`src/rtl/prog_load_ctrl_pkg.sv`:
```
// Shared definitions for the program-load controller: FSM state encoding
// and default geometry of the instruction memory and load timeout.
package prog_load_ctrl_pkg;

  localparam int ADDR_W_DEF  = 14;
  localparam int TIMEOUT_DEF = 100000;

  typedef enum logic [2:0] {
    S_IDLE,
    S_RUN,
    S_WAIT,
    S_LOAD,
    S_FLUSH,
    S_DONE
  } state_t;

endpackage

```
`src/rtl/prog_load_ctrl_word_packer.sv`:
```
// Little-endian byte-to-word packer. The word output already includes the
// byte being accepted, so a completed word is available in the same cycle
// as its 4th byte. The pack register is zeroed after every completed or
// flushed word, which gives the zero fill of a partial word for free.
module word_packer (
  input  logic        clk,
  input  logic        rst,
  input  logic        clr,
  input  logic        accept,
  input  logic [7:0]  byte_in,
  input  logic        flush,
  output logic [1:0]  byte_idx,
  output logic        word_done,
  output logic [31:0] word
);

  logic [31:0] pack_p0;

  assign word_done = accept && (byte_idx == 2'd3);

  // Byte position within the current word; wraps naturally after the 4th byte.
  always_ff @(posedge clk or negedge rst) begin
    if (!rst) begin
      byte_idx <= 2'd0;
    end else if (clr || flush) begin
      byte_idx <= 2'd0;
    end else if (accept) begin
      byte_idx <= byte_idx + 2'd1;
    end
  end

  // Pack register: data only, cleared whenever a word leaves or a load starts.
  always_ff @(posedge clk) begin
    if (clr || flush || word_done) begin
      pack_p0 <= '0;
    end else if (accept) begin
      pack_p0[{byte_idx, 3'b000} +: 8] <= byte_in;
    end
  end

  // Outgoing word, merging the top byte when it arrives this cycle.
  always_comb begin
    word = pack_p0;
    if (word_done) begin
      word[31:24] = byte_in;
    end
  end

endmodule

```
`src/rtl/prog_load_ctrl.sv`:
```
// Program-load controller: holds the CPU in reset while UART bytes are
// packed into 32-bit words and written to consecutive instruction-memory
// addresses, then releases the CPU when the board switch returns to run.
module prog_load_ctrl
  import prog_load_ctrl_pkg::*;
#(
  parameter int ADDR_W  = ADDR_W_DEF,
  parameter int TIMEOUT = TIMEOUT_DEF
) (
  input  logic              clk,
  input  logic              rst,
  input  logic              mode_sel,
  input  logic              rx_valid,
  input  logic [7:0]        rx_data,
  output logic              cpu_hold,
  output logic              imem_we,
  output logic [ADDR_W-1:0] imem_addr,
  output logic [31:0]       imem_wdata,
  output logic [ADDR_W:0]   word_cnt,
  output logic              load_done,
  output logic              err
);

  localparam int                TCNT_W    = $clog2(TIMEOUT);
  localparam logic [TCNT_W-1:0] TCNT_LAST = TCNT_W'(TIMEOUT - 1);
  localparam logic [ADDR_W:0]   CNT_FULL  = {1'b1, {ADDR_W{1'b0}}};

  state_t            state, state_nxt;
  logic [TCNT_W-1:0] tcnt;
  logic              accept;
  logic              flush_req;
  logic              enter_wait;
  logic              tcnt_clr;
  logic              tcnt_inc;
  logic [1:0]        byte_idx;
  logic              word_done;
  logic [31:0]       pk_word;

  word_packer u_packer (
    .clk       (clk),
    .rst       (rst),
    .clr       (enter_wait),
    .accept    (accept),
    .byte_in   (rx_data),
    .flush     (flush_req),
    .byte_idx  (byte_idx),
    .word_done (word_done),
    .word      (pk_word)
  );

  assign cpu_hold  = (state != S_RUN);
  assign load_done = (state == S_DONE);

  // State register.
  always_ff @(posedge clk or negedge rst) begin
    if (!rst) begin
      state <= S_IDLE;
    end else begin
      state <= state_nxt;
    end
  end

  // Next state plus per-cycle control strobes. A byte arriving while the
  // switch is leaving load mode is dropped; a byte beats timeout expiry.
  always_comb begin
    state_nxt  = state;
    accept     = 1'b0;
    flush_req  = 1'b0;
    enter_wait = 1'b0;
    tcnt_clr   = 1'b0;
    tcnt_inc   = 1'b0;
    case (state)
      S_IDLE: begin
        state_nxt  = mode_sel ? S_WAIT : S_RUN;
        enter_wait = mode_sel;
      end
      S_RUN: begin
        if (mode_sel) begin
          state_nxt  = S_WAIT;
          enter_wait = 1'b1;
        end
      end
      S_WAIT: begin
        if (!mode_sel) begin
          state_nxt = S_RUN;
        end else if (rx_valid) begin
          state_nxt = S_LOAD;
          accept    = 1'b1;
          tcnt_clr  = 1'b1;
        end
      end
      S_LOAD: begin
        if (!mode_sel || (!rx_valid && tcnt == TCNT_LAST)) begin
          state_nxt = (byte_idx != 2'd0) ? S_FLUSH : S_DONE;
          flush_req = (byte_idx != 2'd0);
        end else if (rx_valid) begin
          accept   = 1'b1;
          tcnt_clr = 1'b1;
        end else begin
          tcnt_inc = 1'b1;
        end
      end
      S_FLUSH: begin
        state_nxt = S_DONE;
      end
      S_DONE: begin
        if (!mode_sel) begin
          state_nxt = S_RUN;
        end
      end
      default: begin
        state_nxt = S_IDLE;
      end
    endcase
  end

  // Idle-cycle counter that ends a load after TIMEOUT quiet cycles.
  always_ff @(posedge clk or negedge rst) begin
    if (!rst) begin
      tcnt <= '0;
    end else if (enter_wait || tcnt_clr) begin
      tcnt <= '0;
    end else if (tcnt_inc) begin
      tcnt <= tcnt + TCNT_W'(1);
    end
  end

  // Registered write port, word counter and sticky overflow flag.
  always_ff @(posedge clk or negedge rst) begin
    if (!rst) begin
      imem_we    <= 1'b0;
      imem_addr  <= '0;
      imem_wdata <= '0;
      word_cnt   <= '0;
      err        <= 1'b0;
    end else begin
      imem_we <= 1'b0;
      if (enter_wait) begin
        word_cnt <= '0;
        err      <= 1'b0;
      end else if (word_done || flush_req) begin
        if (word_cnt == CNT_FULL) begin
          err <= 1'b1;
        end else begin
          imem_we    <= 1'b1;
          imem_addr  <= word_cnt[ADDR_W-1:0];
          imem_wdata <= pk_word;
          word_cnt   <= word_cnt + (ADDR_W + 1)'(1);
        end
      end
    end
  end

endmodule

```
`config.mk`:
```
export PLATFORM = sky130hd
export DESIGN_NAME = prog_load_ctrl
export DESIGN_NICKNAME = d
export VERILOG_FILES = /design/src/rtl/prog_load_ctrl_pkg.sv /design/src/rtl/prog_load_ctrl_word_packer.sv /design/src/rtl/prog_load_ctrl.sv
export SDC_FILE = /design/constraint.sdc
export NUM_CORES = 1
export LEC_CHECK = 0
export ABC_CLOCK_PERIOD_IN_PS = 2800
export BUFFER_PORTS_ARGS = -buffer_cell sky130_fd_sc_hd__buf_2
export CORE_MARGIN = 4
export CORE_UTILIZATION = 29
export CTS_BUF_LIST = sky130_fd_sc_hd__clkbuf_16
export CTS_CLUSTER_SIZE = 20
export DETAILED_ROUTE_END_ITERATION = 16
export PLACE_DENSITY = 0.45
export SLEW_MARGIN = 10
export SYNTH_ARGS = -nofsm -noshare
export SYNTH_HDL_FRONTEND = slang
export SYNTH_SLANG_ARGS = --single-unit
```
`constraint.sdc`:
```
create_clock -name clk -period 2.8 [get_ports clk]
set_input_delay 0.56 -clock clk [delete_from_list [all_inputs] [get_ports clk]]
set_output_delay 0.56 -clock clk [all_outputs]
set_load 0.02 [all_outputs]
```
Yosys cells after proc, flatten, opt, wreduce, memory -nomap -nowiden
Index checks and enable logic that the tools add are counted.
Widths: inputs -> output; s select.
- output and inout bits: 65
- bits in latches: 0
- input port bits: 12
- memories kept: 0
- bits in read-only memories: 0
- flip-flop bits (word level): 117
- memory bits (writable): 0
- muxes and demuxes: 34
- shift operators: 2
- multipliers: 0
- add/subtract/negate cells: 4
- reduce and logical (&&, ||, !) cells: 19
- equality and inequality tests: 14
- div/mod/pow operators: 0
- order comparisons: 0
- bitwise gates (word level): 2
- operators with widths (operator ; number):
    $mux 15 ; 3
    $mux 17 ; 2
    $bwmux 32 ; 1
    $shift 8x7->32 const A ; 1
    $shiftx 8x7->32 ; 1
    $pmux 3 s6 ; 1
    $add 17x1->17 const B ; 1
    $eq 17x17->1 const B ; 1
    $mux 1 ; 16
    $add 15x1->15 const B ; 1
    $eq 15x15->1 const B ; 1
    $mux 3 ; 5
    $reduce_bool 2->1 ; 5
    $mux 8 ; 1
    $ne 2x2->1 const B ; 4
    $neg 5->7 ; 1
    $eq 3x2->1 const B ; 2
    $eq 3x3->1 const B ; 2
    $mux 2 ; 3
    $logic_or 1x1->1 ; 5
    $pmux 1 s2 ; 2
    $reduce_and 2->1 ; 2
    $reduce_and 4->1 ; 1
    $eq 3x1->1 const B ; 1
    9 further kinds ; 12

Longest topological paths before layout
- word-level depth: 9
- gate-level depth with buffers: 9
- mapped depth without buffers: 8

Cells and area by module
A second synthesis with hierarchy kept.
- cells, all modules: 502
- area, all modules: 5441.5 um^2
- by module, submodules not included (module ; instances ; area an instance (um^2) ; cells an instance):
    prog_load_ctrl ; 1 ; 3771.1 ; 325
    word_packer ; 1 ; 1670.4 ; 177

Worst setup path before layout
No wires, ideal clock.
- kind: register to register
- start: register u_packer.byte_idx[0]
- end: register imem_wdata[25]
- setup time: 0.125 ns
- arrival: 2.099 ns
- cell stages (with the launch flop): 10
- setup slack: 0.576 ns
- data required time: 2.675 ns
- path through: dfrtp_1 inv_1 ha_1 and3b_1 nand3_1 o311ai_4 nand2_2 inv_1 buf_4 mux2_2
- cells in the longest elaborated chain, start to end: 5
- elaborated cells on any way between the ends: 8
- ends and longest elaborated chain (element ; RTL line ; RTL):
    start: declaration ; prog_load_ctrl_word_packer.sv:12 ; output logic [1:0] byte_idx,
    start signal: assignment ; prog_load_ctrl_word_packer.sv:28 ; byte_idx <= byte_idx + 2'd1;
    $reduce_bool 2->1 ; prog_load_ctrl.sv:95 ; flush_req = (byte_idx != 2'd0);
    $mux 1 ; prog_load_ctrl.sv:93 ; if (!mode_sel || (!rx_valid && tcnt == TCNT_LAST)) begin
    $mux 1 ; prog_load_ctrl.sv:72 ; case (state)
    $logic_or 1x1->1 ; prog_load_ctrl.sv:141 ; end else if (word_done || flush_req) begin
    $reduce_and 3->1 (no line) ; -- ;
    end signal: assignment ; prog_load_ctrl.sv:147 ; imem_wdata <= pk_word;
    end: declaration ; prog_load_ctrl.sv:18 ; output logic [31:0] imem_wdata,
Parallel ways exist; a longest one is shown, timed or not.
A chain may end at the register's enable or synchronous reset.

Worst setup path in the final report
- start: register u_packer.byte_idx[0]
- end: register imem_wdata[27]
The elaborated chain is that of the path after synthesis.

==> results.toml <==
[route]
drc = 0
antenna_left = 0
dr_wl_met2_um = 6300
drt-pass1-iter-count = 4
drt_iter0_drc = 231
met1Wirelength_um = 6460
wl_per_cell_um = 16.4
num_vias = 4009
routed_wl_um = 13300
viasPerCell = 4.93
wl_met3_um = 437
highest_layer = "met4"

[clock_network]
cts_max_level = 4
clk_root_buffer_cell = "clkbuf_16"
cts_hold_buffers = 0
cts_tree = "yes"
insertion_delay_ps = 430
clk_path_buf_depth = 2
cts-buffers-inserted = 17
cts_setup_buffers = 0
postCtsResizedCells = 0
clock_sink_count = 117
clk_pin_slew_ps = 50

[pwr]
peakVddDrop_mv = 0.470
p_leak_nw = 3.19
p_per_area_nw_per_um2 = 727

[logic_synthesis]
synth_compound_area_frac = 0.0993
synth_fp_nets = 510
synth.top_cells.by_count = "dfrtp_1 (85), mux2_2 (52), nand2_1 (48), nand3_1 (38)"
syn_avg_cell_area_sq_um = 10.7
synth_area_sq_um = 5250
synth_edf_count = 0
synth_seq_area_share = 0.527
synth_mux_area_frac = 0.113
synth_fa_ha_area_frac = 0.0191
syn_inst = 490
ys.flop_type = "dfrtp_1"
ys_warn_count = 0
yosysMostFrequentCell = "dfrtp_1"
synth_largest_area_cell = "dfrtp_1"
yosysUniqueCellTypes = 53
synth_xor_area_frac = 0.0133
yosys.area.top_type_share = 0.405
synth_area_leaders = "dfrtp_1 (40%), dfxtp_1 (12%), mux2_2 (11%)"
synth_top_family_by_area = "simple AND/OR/NAND/NOR gates"
synth-simple-area-share = 0.198
async_flop_share = 0.726
ys_ff_latch = 117

[timing]
fin_crit_sh = 0.878
skew_ps = 24.7
setup_violations = 0
hold_viol_final = 0
worst_pin_slew_ps = 622
hold_slack_ps = 137
rsz0062_at_grt = "no"
drv_slew = 0
setup-tns-final_ps = 0
fin_crit_ps = 2460
fmax_mhz = 407
max-slew-margin-rel = 0.585

[place]
gp_congestion = 0.759
hpwl_um = 9250
portBuffers = 76
dpl_cell_area_sq_um = 5950

[global_route]
grt_max_degree = 47
grt_use_total = 0.138
antenna_found_initial = 0
grt_overflow = 0
grt_pass1_wl_um = 22000
grt_pass1_vias = 4137

[cells_and_area]
synthToLayoutAreaGrowth_pct = 24.0
antenna_cells = 0
drive_above_1_share = 0.299
nets = 596
seq_area_sq_um = 2770
final_cell_area_sq_um = 6520
nFillCells = 1736
multi_input_area_sq_um = 2330

[run_status]
status = "finished, final reports clean"

[worst_setup_path]
required_ps = 3100
critPathLaunchType = "flip-flop"
end_kind = "flip-flop"
cp_max_fo = 11
worstSetupPathType = "reg2reg"
cp.arrival_ps = 2750

[floorplanning]
io_pins = 77
start_util = 0.300
fp-row-count = 48
dieHeight_um = 143
dieArea_sq_um = 20300
core_region_area_sq_um = 17500
dieWidth_um = 143

[min_path]
hold_path_class = "in2async"

[run]
max-cap-violations = 0
-- report_power, final --
part           switching, W  internal [W]  total (W)  leakage (nW)
combinational      0.000459      0.000283   0.000743          1.48
clock              0.000746       0.00137    0.00211         0.279
sequential        0.0000955       0.00179    0.00189          1.44
total               0.00130       0.00344    0.00474          3.19
-- per-stage QoR --
stage                     worst slack [ps]  instances  total power (W)  utilization
after floorplan                        576        490          0.00237            -
after detailed placement               325        782          0.00267        0.339
final                                  343        813          0.00474        0.372
after CTS                              324        813          0.00481        0.372
after global routing                   172        813          0.00496        0.372
after global placement                 436        782          0.00266        0.339
-- per-layer routing --
metal,track usage,vias up
li1,-,1954
met1,0.182,1988
met2,0.221,62
met3,0.0386,5
met4,0.0450,0
met5,0,-
-- worst paths after layout --
kind | start | to | slack [ps] | depth (start not counted)
worst max register to register | u_packer.byte_idx[0] | imem_wdata[27] | 340 | 8
worst min register to register | u_packer.pack_p0[12] | u_packer.pack_p0[12] | 450 | 2
worst min-delay path | rst | imem_wdata[17] | 140 | 1
max in group asynchronous | rst | word_cnt[7] | 2020 | 2
min in group clk | rx_data[2] | u_packer.pack_p0[18] | 450 | 3
worst max-delay path | u_packer.byte_idx[0] | imem_wdata[27] | 340 | 8
-- sequential cells by signal, indices dropped and copies added (netlist names) --
signal and count:
u_packer.byte_idx 2, imem_addr 14, imem_we 1, imem_wdata 32, u_packer.pack_p0 32, tcnt 17, err 1, word_cnt 15
state 3
-- final cells by class --
class                           count  share of cell area
Clock buffer                       17              0.0653
Clock inverter                     14              0.0223
Inverter                           13             0.00749
Multi-Input combinational cell    336               0.357
Sequential cell                   117               0.425
Tap cell                          225              0.0432
Timing Repair Buffer               91              0.0799
-- worst max-delay path, cell delays in order, from the launching register on --
cell	delay, ps
dfrtp_1	420
inv_1	140
ha_1	230
and3b_1	240
nand3_1	180
o311ai_4	290
nand2_2	120
inv_1	330
mux2_2	390
-- placed cells by master (no fill, tap or decap), types with 11 or more instances in the layout --
| cell | instances |
|---|---|
| buf_2 | 75 |
| a21oi_1 | 32 |
| inv_1 | 15 |
| nand4_1 | 11 |
| o21ai_0 | 17 |
| dfrtp_1 | 85 |
| nand2_1 | 48 |
| nand3_1 | 38 |
| nor2_1 | 15 |
| clkbuf_16 | 17 |
| buf_4 | 14 |
| and2_1 | 11 |
| dfxtp_1 | 32 |
| mux2_2 | 52 |
| and3_1 | 19 |
-- cell families after synthesis --
| kind of cell | after synthesis |
|---|---|
| and+or+nand+nor | 187 |
| DFF | 117 |
| AOI/OAI and AO/OA | 80 |
| muxes | 53 |
| buffers and inverters | 37 |
| xor gates and xnor gates | 8 |
| adders and majority gates | 8 |
Note: power is estimated with default switching activity, not from simulation.
